===== src/rtl/counter_ctrl.sv =====
// Stopwatch-style control FSM: button edge detect, tick prescaler and a shadow
// count that drives a separate display counter through cnt_en / cnt_clr.
module counter_ctrl #(
   parameter int unsigned DIV       = 4,
   parameter int unsigned MAX_COUNT = 99,
   parameter int unsigned WRAP      = 0
) (
   input  logic       clk,
   input  logic       rst,
   input  logic       start_btn,
   input  logic       stop_btn,
   input  logic       clr_btn,
   input  logic       mode_up,
   output logic       cnt_en,
   output logic       cnt_clr,
   output logic       cnt_up,
   output logic [6:0] count,
   output logic [1:0] state,
   output logic       done
);

   localparam int unsigned     PW         = $clog2(DIV);
   localparam int unsigned     CW         = 7;
   localparam logic [PW-1:0]   PRESC_LAST = PW'(DIV - 1);
   localparam logic [CW-1:0]   CNT_MAX    = CW'(MAX_COUNT);
   localparam bit              WRAP_EN    = (WRAP != 32'd0);

   typedef enum logic [1:0] {
      ST_IDLE  = 2'b00,
      ST_RUN   = 2'b01,
      ST_PAUSE = 2'b10,
      ST_DONE  = 2'b11
   } state_e;

   state_e          state_q, state_d;
   logic [CW-1:0]   count_q, count_d;
   logic [PW-1:0]   presc_q, presc_d;
   logic            up_q, up_d;
   logic            done_q, done_d;
   logic            start_q, stop_q, clr_q;

   logic            start_press, stop_press, clr_press;
   logic            tick, terminal;

   assign start_press = start_btn & ~start_q;
   assign stop_press  = stop_btn  & ~stop_q;
   assign clr_press   = clr_btn   & ~clr_q;

   assign tick     = (state_q == ST_RUN) && (presc_q == PRESC_LAST);
   assign terminal = tick && (up_q ? (count_q == CNT_MAX) : (count_q == '0));

   // Enable is withheld on a clear or on a terminal tick that stops in DONE
   assign cnt_en  = !rst && tick && !clr_press && !(terminal && !WRAP_EN);
   assign cnt_clr = !rst && clr_press;

   assign cnt_up = up_q;
   assign count  = count_q;
   assign state  = state_q;
   assign done   = done_q;

   // Button history loads raw levels even in reset so a held button never presses
   always_ff @(posedge clk) begin
      start_q <= start_btn;
      stop_q  <= stop_btn;
      clr_q   <= clr_btn;
      if (rst) begin
         state_q <= ST_IDLE;
         count_q <= '0;
         presc_q <= '0;
         up_q    <= 1'b1;
         done_q  <= 1'b0;
      end else begin
         state_q <= state_d;
         count_q <= count_d;
         presc_q <= presc_d;
         up_q    <= up_d;
         done_q  <= done_d;
      end
   end

   // Next-state: clear wins over everything; stop in RUN freezes presc unless it wraps
   always_comb begin
      state_d = state_q;
      count_d = count_q;
      presc_d = presc_q;
      up_d    = up_q;
      if (clr_press) begin
         state_d = ST_IDLE;
         count_d = '0;
         presc_d = '0;
      end else begin
         case (state_q)
            ST_IDLE: begin
               if (start_press) begin
                  state_d = ST_RUN;
                  presc_d = '0;
                  up_d    = mode_up;
               end
            end
            ST_RUN: begin
               presc_d = tick ? '0 : presc_q + PW'(1);
               if (stop_press) begin
                  state_d = ST_PAUSE;
                  if (!tick) presc_d = presc_q;
               end
               if (tick) begin
                  if (!terminal) begin
                     count_d = up_q ? count_q + CW'(1) : count_q - CW'(1);
                  end else if (WRAP_EN) begin
                     count_d = up_q ? '0 : CNT_MAX;
                  end else begin
                     state_d = ST_DONE;
                  end
               end
            end
            ST_PAUSE: begin
               if (start_press) state_d = ST_RUN;
            end
            default: begin
            end
         endcase
      end
      done_d = (state_d == ST_DONE);
   end

endmodule


===== config.mk =====
export PLATFORM = sky130hd
export DESIGN_NAME = counter_ctrl
export DESIGN_NICKNAME = d
export VERILOG_FILES = /design/src/rtl/counter_ctrl.sv
export SDC_FILE = /design/constraint.sdc
export NUM_CORES = 1
export LEC_CHECK = 0
export BUFFER_PORTS_ARGS = -buffer_cell sky130_fd_sc_hd__buf_4
export CORE_UTILIZATION = 50
export DETAILED_ROUTE_END_ITERATION = 10
export GPL_ROUTABILITY_DRIVEN = 0
export PLACE_DENSITY = 0.82
export SETUP_SLACK_MARGIN = 0.2
export SYNTH_ARGS = -nofsm -noshare
export SYNTH_HDL_FRONTEND = slang
export SYNTH_SLANG_ARGS = --single-unit

===== constraint.sdc =====
create_clock -name clk -period 2.2 [get_ports clk]
set_input_delay 0.11 -clock clk [delete_from_list [all_inputs] [get_ports clk]]
set_output_delay 0.11 -clock clk [all_outputs]
set_load 0.05 [all_outputs]

# Yosys cells after proc, flatten, opt, wreduce, memory -nomap -nowiden
# Index checks and enable logic that the tools add are counted.
# W data, S select, Z words.
classes:
  add_sub_neg: 3
  n_eq_ne: 7
  muxes: 13
  n_bitwise: 8
  reduce_logical: 17
op_table:
  columns: ["cell", "count"]
  rows:
  - ["$mux W2", 9]
  - ["$reduce_and A3 Y1", 3]
  - ["$pmux W2 S2", 2]
  - ["$add A7 B1 Y7 const B", 1]
  - ["$eq A7 B7 Y1 const B", 1]
  - ["$logic_not A7 Y1", 1]
  - ["$mux W7", 1]
  - ["$sub A7 B1 Y7 const B", 1]
  - ["$eq A2 B2 Y1 const B", 3]
  - ["$logic_and A1 B1 Y1", 6]
  - ["$not A1 Y1", 5]
  - ["$reduce_or A2 Y1", 2]
  - ["$and A1 B1 Y1", 3]
  - ["$logic_not A1 Y1", 3]
  - ["$ne A3 B3 Y1 const B", 1]
  - ["$add A2 B1 Y2 const B", 1]
  - ["$eq A2 B1 Y1 const B", 1]
  - ["$logic_not A2 Y1", 1]
  - ["$ne A2 B2 Y1 const B", 1]
  - ["$reduce_bool A2 Y1", 1]
  - ["$mux W1", 1]
totals:
  ff_bits: 16
  in_bits: 6
  out_inout_bits: 13
  word_cells: 56

# Longest topological paths before layout
depth:
  word_depth: 8
  mapped_depth: 7
  mapped_depth_nobuf: 7

# Worst setup path after synthesis
# Ideal clock, no wire load.
synth_path:
  path_type: "register -> register"
  startpoint: "reg up_q, in the netlist cnt_up"
  endpoint: "reg count_q[6], in the netlist count[6]"
  setup_time_ns: 0.070
  t_arrival_ns: 2.406
  required_time_ns: 2.130
  slack_ns: -0.276
  stages_incl_launch_ff: 8
  path_cell_list: "dfxtp_1 > inv_2 > fa_1 > a211o_1 > a2111oi_0 > a41oi_1 > a31o_1 > a21oi_1"
synth_via:
  elab_chain_cells: 4
synth_rtl:
  columns: ["element", "line_no", "text"]
  rows:
  - ["start: declaration", "38", "logic up_q, up_d;"]
  - ["start signal: assignment", "76", "up_q <= up_d;"]
  - ["$mux W1", "50", "assign terminal = tick && (up_q ? (count_q == CNT_MAX) : (count_q == '0));"]
  - ["$logic_and A1 B1 Y1", "50", null]
  - ["$not A1 Y1 (no line)", null, null]
  - ["$reduce_and A3 Y1 (no line)", null, null]
  - ["end signal: assignment", "74", "count_q <= count_d;"]
  - ["end: declaration", "36", "logic [CW-1:0] count_q, count_d;"]
# Parallel ways exist; a longest one is shown, timed or not.
# A chain may end at the register's enable or synchronous reset.

# Worst setup path in the final report
# Same ends and word-level chain as after synthesis.

==> reports/results.ini <==
[yosys]
synthesis.area_um2 = 891
yosysWarnings = 0
syn-num-nets = 109
yosysTopAreaCell = dfxtp_1
ys_seq_area_share_pct = 36.0
synthCells = 96
avgSynthCellArea_um2 = 9.28
synth_seq_cells = 16
synth_top_area_share_pct = 36.0
synth_area_leaders = dfxtp_1, ha_1, nor2_1, a21oi_1, nor2b_1
synth_cell_types = 33

[worst_setup_path]
path_cells = inv_6 > fa_2 > a211o_1 > a2111oi_4 > a41oi_2 > a31o_1 > a21oi_2
critPathCaptureType = flop
slowest_stage = dfxtp_4
r2r_slack_ps = 210
path_class = flop to flop
cp-start-kind = flop
required_ps = 2420
max_stage_delay_ps = 390
crit_fanout = 12
cp.arrival_ps = 2210

[placement]
dpl_worst_slack_ps = 221
postPlaceCellArea_um2 = 1060
port_buffers = 18
dp_cells = 129
place_hpwl_um = 1320

[finish]
area_delta_synth_final_pct = 33.8
fin_cells = 139
final_nets = 137
diodes = 0
final_area_um2 = 1190
fillerInstances = 121
layout-drive-gt1-share_pct = 32.5

[drt]
wire_per_inst_um = 14.3
vias = 822
top_layer = met4
drtIter0Drc = 15
drc = 0
antenna_left = 0
drt-met1-wl_um = 969
dr_wl_met3_um = 55
via_per_inst = 5.91
dr_wl_met2_um = 932
dr.pass1.iters = 6
routed_wirelength_um = 1990

[grt]
grt_pass1_vias = 742
grt_pass1_wl_um = 3180
antenna_found_initial = 0
grt_max_degree = 13
track_usage_pct = 21.9
grt_overflow_total = 0

[die]
ios = 19
die_area_um2 = 1950
std_cell_rows = 14
dieHeight_um = 44.2
die_w_um = 44.2
core_um2 = 1580
initial_core_util_pct = 56.5

[clock_tree]
h-tree-depth = 1
clockBufferDepth = 2
cts-root-buf = clkbuf_4
cts_made_buffers = 3
clk_latency_ps = 280
cts.sinks = 16
clk_pin_slew_ps = 100
cts_tree = done

[timing]
relSlewSlack_pct = 68.2
finalClockSkew_ps = 1.41
final.setup.worst_slack_ps = 206
fin_crit_ps = 1990
slew_violations = 0
clock.fmax_mhz = 501
max_slew.worst_pin.slew_ps = 474
fin_setup_tns_ps = 0
period_share_pct = 90.6
rsz0062_at_grt = true
final-setup-viol-count = 0
hold_viol = 0

[pwr]
powerDensity_nw_per_um2 = 492
power.leakage_uw = 0.000505
peakVddDrop_mv = 0.384
power_uw = 587

[status]
outcome = finished clean

[hold_path]
worst_hold_path_type = input port to flop

[run]
maxCapViolations = 0

==> report_power, final <==
part | total (µW) | switching, µW | internal [µW]
clock | 196 | 95.0 | 101
sequential | 300 | 4.95 | 295
combinational | 91.5 | 50.6 | 40.8
total | 587 | 151 | 436
==> critical path: cells and delay by family, from the launching register on <==
family                     cells  cell delay, ps
adders and majority gates      1             370
buffers and inverters          1              70
DFF                            1             390
AOI/OAI and AO/OA              5            1100
==> through the flow <==
stage	hold slack, ps	util [%]
2_1_floorplan	138	-
3_3_place_gp	222	67.5
3_5_place_dp	224	67.5
4_1_cts	4.91	72.9
5_1_grt	67.2	75.6
6_report	68.1	75.6
==> flip-flops by register name, summed over array words and instances (netlist names) <==
| name | flops |
|---|---|
| clr_q | 1 |
| state | 2 |
| stop_q | 1 |
| count | 7 |
| done | 1 |
| start_q | 1 |
| cnt_up | 1 |
| presc_q | 2 |
==> synthesized netlist by cell type <==
cell type,n
dfxtp_1,16
nor2_1,11
a21oi_1,8
ha_1,6
nand2_1,6
nor2b_1,6
xnor2_1,4
a211oi_1,3
a311o_1,3
and2_1,3
mux2i_1,3
a21o_1,2
inv_1,2
nand2b_1,2
nand4_1,2
nor3b_1,2
a2111oi_0,1
a211o_1,1
a21oi_2,1
a311oi_1,1
a31o_1,1
a41oi_1,1
clkbuf_1,1
fa_1,1
inv_2,1
mux2i_4,1
nand3_1,1
nand3b_1,1
nor3_1,1
o21a_1,1
o2bb2ai_1,1
o31ai_1,1
or4_4,1
==> final cells by class <==
cell class,count,area [µm²],share of cell area [%]
Multi-Input combinational cell,76,599,50.3
Tap cell,16,20.0,1.68
Sequential cell,16,330,27.7
Clock buffer,4,36.3,3.04
Timing Repair Buffer,24,190,15.9
Inverter,3,16.3,1.36
==> routing by layer <==
metal | up-vias | GRT usage, %
li1 | 404 | -
met2 | 16 | 35.6
met4 | 0 | 7.27
met5 | - | 0
met3 | 4 | 3.67
met1 | 398 | 29.5
==> cell families (layout without fill, tap and decap cells) <==
group / count (synthesis) / count (layout) / share of synthesized area [%]
fa+ha+maj: 7 / 7 / 10.7
compound gates: 25 / 25 / 20.6
buf+inv: 4 / 31 / 1.68
xor+xnor: 4 / 4 / 3.93
flops: 16 / 16 / 36.0
mux: 4 / 4 / 5.90
simple gates: 36 / 36 / 21.2
==> cell usage in the layout (no fill, tap or decap), types with 2 or more instances in the layout <==
cell type | synthesis | routed
nand2_1 | 6 | 6
nor2b_1 | 6 | 6
a21oi_1 | 8 | 7
mux2i_1 | 3 | 3
xnor2_1 | 4 | 4
ha_1 | 6 | 5
a211oi_1 | 3 | 3
nor2_1 | 11 | 11
clkbuf_4 | 0 | 3
a311o_1 | 3 | 3
buf_4 | 0 | 20
nand2b_1 | 2 | 2
dlygate4sd3_1 | 0 | 4
dfxtp_2 | 0 | 5
a21o_1 | 2 | 2
inv_1 | 2 | 2
and2_1 | 3 | 2
nor3b_1 | 2 | 2
nand4_1 | 2 | 2
dfxtp_1 | 16 | 10
==> path summary, 6_finish.rpt <==
path                            startpoint  endpoint  cells past startpoint
worst max-delay path                cnt_up  count[6]                      7
worst min-delay path               mode_up    cnt_up                      2
worst max register to register      cnt_up  count[6]                      7
worst min register to register    count[3]  count[3]                      2
==> timing repair <==
item	in CTS	in global routing
endpoints found under the hold margin	3	1
setup endpoints to repair	2	2
gates resized for setup	3	4
setup buffers	1	1
pin swaps	1	2
hold buffers	3	1
Power figures use the tool's default switching activity.
